===== config.mk =====
export PLATFORM = sky130hd
export DESIGN_NAME = dadda_mul
export DESIGN_NICKNAME = d
export VERILOG_FILES = /design/src/rtl/dadda_mul_pkg.sv /design/src/rtl/dadda_mul_fa.sv /design/src/rtl/dadda_mul.sv
export SDC_FILE = /design/constraint.sdc
export NUM_CORES = 1
export LEC_CHECK = 0
export CORE_ASPECT_RATIO = 1.25
export CORE_UTILIZATION = 39
export DETAILED_ROUTE_END_ITERATION = 8
export PLACE_DENSITY = 0.57
export SLEW_MARGIN = 10
export SYNTH_ARGS = -nofsm -noshare
export SYNTH_HDL_FRONTEND = slang
export SYNTH_SLANG_ARGS = --single-unit

===== constraint.sdc =====
create_clock -name clk -period 12.9 [get_ports clk]
set_input_delay 2.58 -clock clk [delete_from_list [all_inputs] [get_ports clk]]
set_output_delay 2.58 -clock clk [all_outputs]
set_load 0.01 [all_outputs]

===== src/rtl/dadda_mul_pkg.sv =====
// dadda_mul shared constants, row type and tree planning helpers.
// plan() gives per-stage column heights and FA/HA counts for the tree.
package dadda_mul_pkg;

  localparam int W = 16;
  localparam int PW = 2 * W;
  localparam int NST = 6;
  localparam int MAXH = W;

  typedef logic [PW-1:0] pp_row_t;

  // Dadda target heights, stage 0 first
  function automatic int dh(int st);
    int r;
    r = 2;
    case (st)
      0: r = 13;
      1: r = 9;
      2: r = 6;
      3: r = 4;
      4: r = 3;
      default: r = 2;
    endcase
    return r;
  endfunction

  // initial column height: AND terms plus cin in column 0
  function automatic int init_h(int c);
    int h;
    if (c < 0 || c >= PW - 1) return 0;
    h = (c < W) ? c + 1 : PW - 1 - c;
    if (c == 0) h = h + 1;
    return h;
  endfunction

  // kind 0: input height, 1: full adders, 2: half adders
  function automatic int plan(int s, int c, int kind);
    int h [PW];
    int nh [PW];
    int f;
    int ha;
    int e;
    int ci;
    int r;
    r = 0;
    if (c < 0 || c >= PW) return 0;
    for (int i = 0; i < PW; i++) h[i] = init_h(i);
    for (int st = 0; st < NST; st++) begin
      ci = 0;
      for (int i = 0; i < PW; i++) begin
        e = h[i] + ci - dh(st);
        f = (e > 0) ? e / 2 : 0;
        ha = (e > 0) ? e % 2 : 0;
        nh[i] = h[i] - 2 * f - ha + ci;
        ci = f + ha;
        if (st == s && i == c) begin
          r = (kind == 0) ? h[i] :
              (kind == 1) ? f : ha;
        end
      end
      h = nh;
    end
    if (s >= NST && kind == 0) r = h[c];
    return r;
  endfunction

endpackage


===== src/rtl/dadda_mul_fa.sv =====
// dadda_fa: 1-bit full adder cell of the reduction tree.
// Ports: a, b, ci in; s sum, co carry out.
module dadda_fa (
  input  logic a,
  input  logic b,
  input  logic ci,
  output logic s,
  output logic co
);
  assign s  = a ^ b ^ ci;
  assign co = (a & b) | (ci & (a ^ b));
endmodule


===== src/rtl/dadda_mul.sv =====
// dadda_mul: 2-stage 16x16 Dadda multiplier, P = a*b + cin.
// Ports: clk, rst, in_valid, a, b, cin -> out_valid, sum, carry
// (and prod_hi when DADDA_MUL_FULL_PRODUCT_EN is defined).
module dadda_mul
  import dadda_mul_pkg::*;
(
  input  logic         clk,
  input  logic         rst,
  input  logic         in_valid,
  input  logic [W-1:0] a,
  input  logic [W-1:0] b,
  input  logic         cin,
`ifdef DADDA_MUL_FULL_PRODUCT_EN
  output logic [W-1:0] prod_hi,
`endif
  output logic         out_valid,
  output logic [W-1:0] sum,
  output logic         carry
);

  localparam int LAT = 2;

  logic [W-1:0] a_q;
  logic [W-1:0] b_q;
  logic         cin_q;
  logic         v0;
  logic         v1;
  pp_row_t      row0;
  pp_row_t      row1;
  pp_row_t      row0_q;
  pp_row_t      row1_q;
  pp_row_t      p;

  // bits[s][c][k]: k-th bit of column c entering stage s
  logic bits [0:NST][0:PW-1][0:MAXH-1];

  genvar gi, gj, gs, gc, gk;

  for (gi = 0; gi < W; gi++) begin : g_ppi
    for (gj = 0; gj < W; gj++) begin : g_ppj
      localparam int C = gi + gj;
      localparam int K = gi - ((C > W - 1) ? C - (W - 1) : 0);
      assign bits[0][C][K] = a_q[gj] & b_q[gi];
    end
  end
  assign bits[0][0][1] = cin_q;

  for (gs = 0; gs < NST; gs++) begin : g_st
    for (gc = 0; gc < PW; gc++) begin : g_col
      localparam int H   = plan(gs, gc, 0);
      localparam int F   = plan(gs, gc, 1);
      localparam int HA  = plan(gs, gc, 2);
      localparam int CI  = plan(gs, gc - 1, 1)
                         + plan(gs, gc - 1, 2);
      localparam int HN  = plan(gs, gc + 1, 0);
      localparam int FN  = plan(gs, gc + 1, 1);
      localparam int HAN = plan(gs, gc + 1, 2);
      // carries land after sums and pass-throughs of c+1
      localparam int CB  = HN - 2 * FN - HAN;
      localparam int PT  = H - 3 * F - 2 * HA;

      for (gk = 0; gk < F; gk++) begin : g_fa
        if (gc < PW - 1) begin : g_full
          dadda_fa u_fa (
            .a  (bits[gs][gc][3*gk]),
            .b  (bits[gs][gc][3*gk+1]),
            .ci (bits[gs][gc][3*gk+2]),
            .s  (bits[gs+1][gc][gk]),
            .co (bits[gs+1][gc+1][CB+gk])
          );
        end else begin : g_top
          assign bits[gs+1][gc][gk] =
            bits[gs][gc][3*gk] ^ bits[gs][gc][3*gk+1]
            ^ bits[gs][gc][3*gk+2];
        end
      end

      for (gk = 0; gk < HA; gk++) begin : g_ha
        localparam int X = 3 * F + 2 * gk;
        assign bits[gs+1][gc][F+gk] =
          bits[gs][gc][X] ^ bits[gs][gc][X+1];
        if (gc < PW - 1) begin : g_hc
          assign bits[gs+1][gc+1][CB+F+gk] =
            bits[gs][gc][X] & bits[gs][gc][X+1];
        end
      end

      for (gk = 0; gk < PT; gk++) begin : g_pt
        assign bits[gs+1][gc][F+HA+gk] =
          bits[gs][gc][3*F+2*HA+gk];
      end

      if (CI < 0) begin : g_never
        assign bits[gs+1][gc][0] = 1'b0;
      end
    end
  end

  for (gc = 0; gc < PW; gc++) begin : g_rows
    localparam int HF = plan(NST, gc, 0);
    if (HF >= 1) begin : g_r0
      assign row0[gc] = bits[NST][gc][0];
    end else begin : g_z0
      assign row0[gc] = 1'b0;
    end
    if (HF >= 2) begin : g_r1
      assign row1[gc] = bits[NST][gc][1];
    end else begin : g_z1
      assign row1[gc] = 1'b0;
    end
  end

  assign p = row0_q + row1_q;

  always_ff @(posedge clk) begin
    if (rst) begin
      a_q       <= '0;
      b_q       <= '0;
      cin_q     <= 1'b0;
      v0        <= 1'b0;
      row0_q    <= '0;
      row1_q    <= '0;
      v1        <= 1'b0;
      sum       <= '0;
      carry     <= 1'b0;
      out_valid <= 1'b0;
`ifdef DADDA_MUL_FULL_PRODUCT_EN
      prod_hi   <= '0;
`endif
    end else begin
      v0        <= in_valid;
      v1        <= v0;
      out_valid <= v1;
      if (in_valid) begin
        a_q   <= a;
        b_q   <= b;
        cin_q <= cin;
      end
      if (v0) begin
        row0_q <= row0;
        row1_q <= row1;
      end
      if (v1) begin
        sum   <= p[W-1:0];
        carry <= |p[PW-1:W];
`ifdef DADDA_MUL_FULL_PRODUCT_EN
        prod_hi <= p[PW-1:W];
`endif
      end
    end
  end

endmodule


After elaboration in Yosys (flattened, before gate mapping)
Index checks and enable logic that the tools add are counted.
{ "word_totals": {"word_cells": 1273, "romBits": 0, "inputBits": 36, "regBits": 115, "n_memories": 0, "ram_bits": 0, "out_inout_bits": 18, "latchBits": 0} }
{ "op_classes": {"n_lt_le_gt_ge": 0, "add_sub_neg": 1, "n_eq_ne": 0, "mul": 0, "div_mod_pow": 0, "n_mux": 0, "bitwise_logic": 1261, "n_shift": 0, "n_reduce_logical": 1} }
{ "op_table": {"columns": ["cell", "n"], "rows": [
  ["AND 1 bit", 661],
  ["bitwise XOR 1 bit", 405],
  ["bitwise OR 1 bit", 195],
  ["adder 31 x 31 -> 32 bit", 1],
  ["OR reduction 16 bit", 1]
]} }

Logic depth before layout (Yosys ltp)
{ "logic_depth": {"ltp_word": 16, "mapped_depth": 14} }

Cells and area by module
From an unflattened synthesis, not the netlist that was laid out.
{ "unflattened": {"cells_unflattened": 1145, "area_unflattened_um2": 11614.9} }
{ "by_module_without_submodules": {"columns": ["mod", "area_per_inst_um2", "cells_each", "instances"], "rows": [
  ["dadda_mul", 7711.1, 950, 1],
  ["dadda_fa", 20.0, 1, 195]
]} }

Worst setup path after synthesis
No wires, ideal clock.
{ "synth_timing": {"kind": "reg-to-reg", "start": "register b_q[2]", "end": "register row0_q[17]", "n_path_buf": 1, "stages_incl_launch_ff": 12, "setup_slack_ns": 8.739, "t_arrival_ns": 4.034, "cell_sequence": "dfxtp_1 > clkbuf_1 > nand2_1 > fa_1 > fa_1 > fa_1 > fa_1 > inv_1 > fa_1 > fa_1 > mux2i_1 > nor2_1"} }
{ "synth_lines": {"columns": ["item", "line", "source"], "rows": [
  ["start: declaration", "dadda_mul.sv:24", "logic [W-1:0] b_q;"],
  ["start signal: assignment", "dadda_mul.sv:118", "b_q <= '0;"],
  ["start signal: assignment", "dadda_mul.sv:136", "b_q <= b;"],
  ["end signal: assignment", "dadda_mul.sv:140", "row0_q <= row0;"],
  ["end: declaration", "dadda_mul.sv:30", "pp_row_t row0_q;"]
]} }

==> results.rst <==
.. list-table::
   :header-rows: 1

   * - Metric
     - Value
   * - Worst-case register-to-register setup slack
     - 8380 ps
   * - Maximum operating frequency
     - 221 MHz
   * - H-Tree Level Count
     - 4
   * - Detailed router's first-iteration violation count
     - 499
   * - Clock tree from TritonCTS
     - done
   * - First drt pass iteration count
     - 5
   * - Minimum clock period after layout
     - 4520 ps
   * - Required time reported for the critical path endpoint
     - 13170 ps
   * - Unrepaired setup endpoints after global routing
     - no
   * - Synthesized area
     - 11700 µm²
   * - Post-synth cell types
     - 56
   * - Number of remaining DRC errors
     - 0
   * - Slew @ Worst Pin
     - 1100 ps
   * - Max VDD drop
     - 0.0648 mV
   * - Buffer count from post-CTS setup fixing
     - 0
   * - Post-detailed-route count of antenna-violating nets
     - 0
   * - IO Port Bufs
     - 53
   * - Cell type with the highest aggregate area in the netlist
     - fa_1
   * - Share of the cycle needed by the critical path after routing
     - 0.350
   * - Worst-case clock skew
     - 14.2 ps
   * - Wire length reported by the detailed router
     - 30100 µm
   * - Worst hold path class
     - flip-flop to flip-flop
   * - Number of inserted filler cells in the final layout
     - 2839
   * - Total clock buffers created by CTS
     - 17
   * - FF+latch count, synth
     - 115
   * - Top cell type's share of synthesized area
     - 0.336
   * - Static Leakage
     - 5.16 nW
   * - Layout area overhead
     - 11.7%
   * - Std cell rows
     - 70
   * - Clk Tree Root Cell
     - clkbuf_16
   * - Total Die Area
     - 30600 µm²
   * - Number of resized instances in the post-cts repair step
     - 0
   * - Average vias per placed instance
     - 5.21
   * - Arrival time of the worst setup path
     - 4790 ps
   * - First-pass GRT wire length
     - 49900 µm
   * - Synth Instances
     - 1259
   * - Maximum number of pins on one net before global-route repair
     - 94
   * - Antenna violations before repair
     - 0
   * - Horizontal extent of the die
     - 157 µm
   * - Slew Viols, Final
     - 0
   * - Placed cell area
     - 12400 µm²
   * - Final TNS setup
     - 0 ps
   * - Number of nets in the layout
     - 1544
   * - Initial standard-cell utilization of the core
     - 0.398
   * - Area of the core
     - 29300 µm²
   * - Number of enable-type register cells in the synthesized netlist
     - 0
   * - Mapped Nets
     - 1537
   * - Hold buffers post-CTS
     - 0
   * - Result of the run
     - completed
   * - Vias in the first global route
     - 9378
   * - Most frequently used flop master after synthesis
     - dfxtp_1
   * - Fraction of final layout cells with drive strength greater than 1
     - 0.0407
   * - Worst setup EP type
     - flip-flop
   * - Residual overflow from global routing
     - 0
   * - Post-Syn Area per Cell
     - 9.27 µm²
   * - Post-CTS clock slew at the launch and capture registers of the worst setup and hold paths
     - 70 ps
   * - Worst hold slack
     - 481 ps
   * - Routed via count
     - 8728
   * - Number of warnings issued by yosys
     - 0
   * - Dpl hpwl
     - 22200 µm
   * - Power per cell area
     - 85.3 nW/µm²
   * - Number of top-level design ports
     - 54
   * - Proportion of register bits with asynchronous set or reset after synthesis
     - 0
   * - Number of antenna repair diodes
     - 0
   * - Final non-filler cell area
     - 13000 µm²
   * - Clock Latency Late Sink
     - 430 ps
   * - Final hold violation count
     - 0
   * - CP startpoint kind
     - flip-flop
   * - Max-cap violations
     - 0
   * - Number of failing setup endpoints in the final timing report
     - 0
   * - Global-route usage over all layers
     - 0.214
   * - Sinks on the clock net
     - 115
   * - Average routed wire per standard cell
     - 18.0 µm
   * - Largest fanout on the critical path
     - 17
   * - RePlAce Congestion
     - 0.839
   * - Chip height
     - 195 µm
   * - Number of buffers on the longest clock path
     - 2
   * - Critical setup path kind
     - flip-flop to flip-flop
   * - Cell types with the largest area share after synthesis
     - fa_1 (34%), dfxtp_1 (20%), mux2i_1 (7.4%)
   * - Normalized max-slew margin
     - 0.270
   * - Share of the yosys chip area belonging to registers
     - 0.197
-- cells in the mapped netlist (2+ instances only) --
cell	count
nor3b_1	4
a21oi_1	36
a31o_2	2
xor2_1	11
nor3_1	6
nor4_1	4
a21o_1	12
inv_1	148
a211oi_1	26
fa_1	196
clkbuf_1	57
o21a_1	2
xnor2_1	10
a211o_1	3
mux2i_1	86
dfxtp_1	115
buf_4	2
o2111ai_1	2
o21ai_0	14
and2_1	103
nor2_1	124
nor2b_1	6
a2111oi_0	3
nand3_1	15
o211ai_1	9
nand2b_1	8
nand2_1	169
ha_1	46
buf_1	8
clkbuf_8	2
nand4_1	3
o221ai_1	2
and3_1	2
-- worst max-delay path, stage by stage (launching register included) --
cell	delay, ps
dfxtp_1	830
nand2_1	180
fa_1	590
fa_1	480
fa_1	520
fa_1	540
inv_1	50
fa_1	500
fa_1	470
mux2i_1	140
nor2_1	50
-- power by group --
group          leakage, nW  internal (mW)  switching [mW]
clock network        0.298          0.296           0.203
logic                 3.92         0.0899           0.111
registers            0.939          0.371          0.0416
-- metal layers --
metal	vias up	wire length, µm	GRT usage
met2	233	15500	0.381
met5	-	0	0
li1	4002	-	-
met3	50	1240	0.0244
met4	0	790	0.0802
met1	4443	12600	0.262
-- placed cells by master (no fill, tap or decap), types with 2 or more instances in the layout --
master           instances
ha_1                    46
a211oi_1                26
inv_8                    3
a211o_1                  3
o221ai_1                 2
a31o_2                   2
a2111oi_0                3
nor2_1                 124
bufinv_16                2
o2111ai_1                2
o211ai_1                 9
clkinv_4                 3
xor2_1                  11
nand2b_1                 8
xnor2_1                 10
nor3_1                   6
o21a_1                   2
mux2i_1                 86
a21oi_1                 36
inv_6                    4
nor2b_1                  6
nand2_1                169
nand3_1                 15
clkdlybuf4s50_1         51
a21o_1                  12
nor3b_1                  4
dfxtp_1                114
nand4_1                  3
inv_1                  148
fa_1                   196
clkbuf_16               17
and3_1                   2
nor4_1                   4
buf_4                    6
and2_1                 103
o21ai_0                 14
-- flip-flops by register name (all words and copies together), names as in the netlist --
signal / count
cin_q: 1
out_valid: 1
carry: 1
v0: 1
sum: 16
b_q: 16
row1_q: 31
v1: 1
a_q: 16
row0_q: 31
-- worst paths after layout --
path,startpoint,endpoint,cells past startpoint
setup / recovery,b_q[5],row0_q[17],10
hold / removal,row0_q[30],row0_q[30],2
setup reg to reg,b_q[5],row0_q[17],10
hold reg to reg,row0_q[30],row0_q[30],2
-- through the flow --
step | worst slack [ps] | util | std cells | power, mW
finish | 8380 | 0.445 | 1675 | 1.11
global route | 8180 | 0.445 | 1675 | 1.17
CTS | 8370 | 0.445 | 1675 | 1.13
detailed placement | 8390 | 0.424 | 1643 | 0.623
global placement | 8450 | 0.424 | 1643 | 0.620
floorplan | 8740 | - | 1259 | 0.554
-- layout make-up --
type                       instances  area, µm²  area share
clock buffer                      18        439      0.0337
clock inverter                    14        168      0.0129
inverter                         148        556      0.0426
multi-input combinational        926       8520       0.653
sequential                       115       2310       0.177
tap                              396        495      0.0380
timing repair buffer              58        561      0.0430
-- cell families after synthesis --
family / share of synthesized area
AOI/OAI and AO/OA: 0.0772
xor gates and xnor gates: 0.0158
adders and majority gates: 0.385
buffers and inverters: 0.0731
DFF: 0.197
muxes: 0.0737
and+or+nand+nor: 0.178
Power figures use the tool's default switching activity.
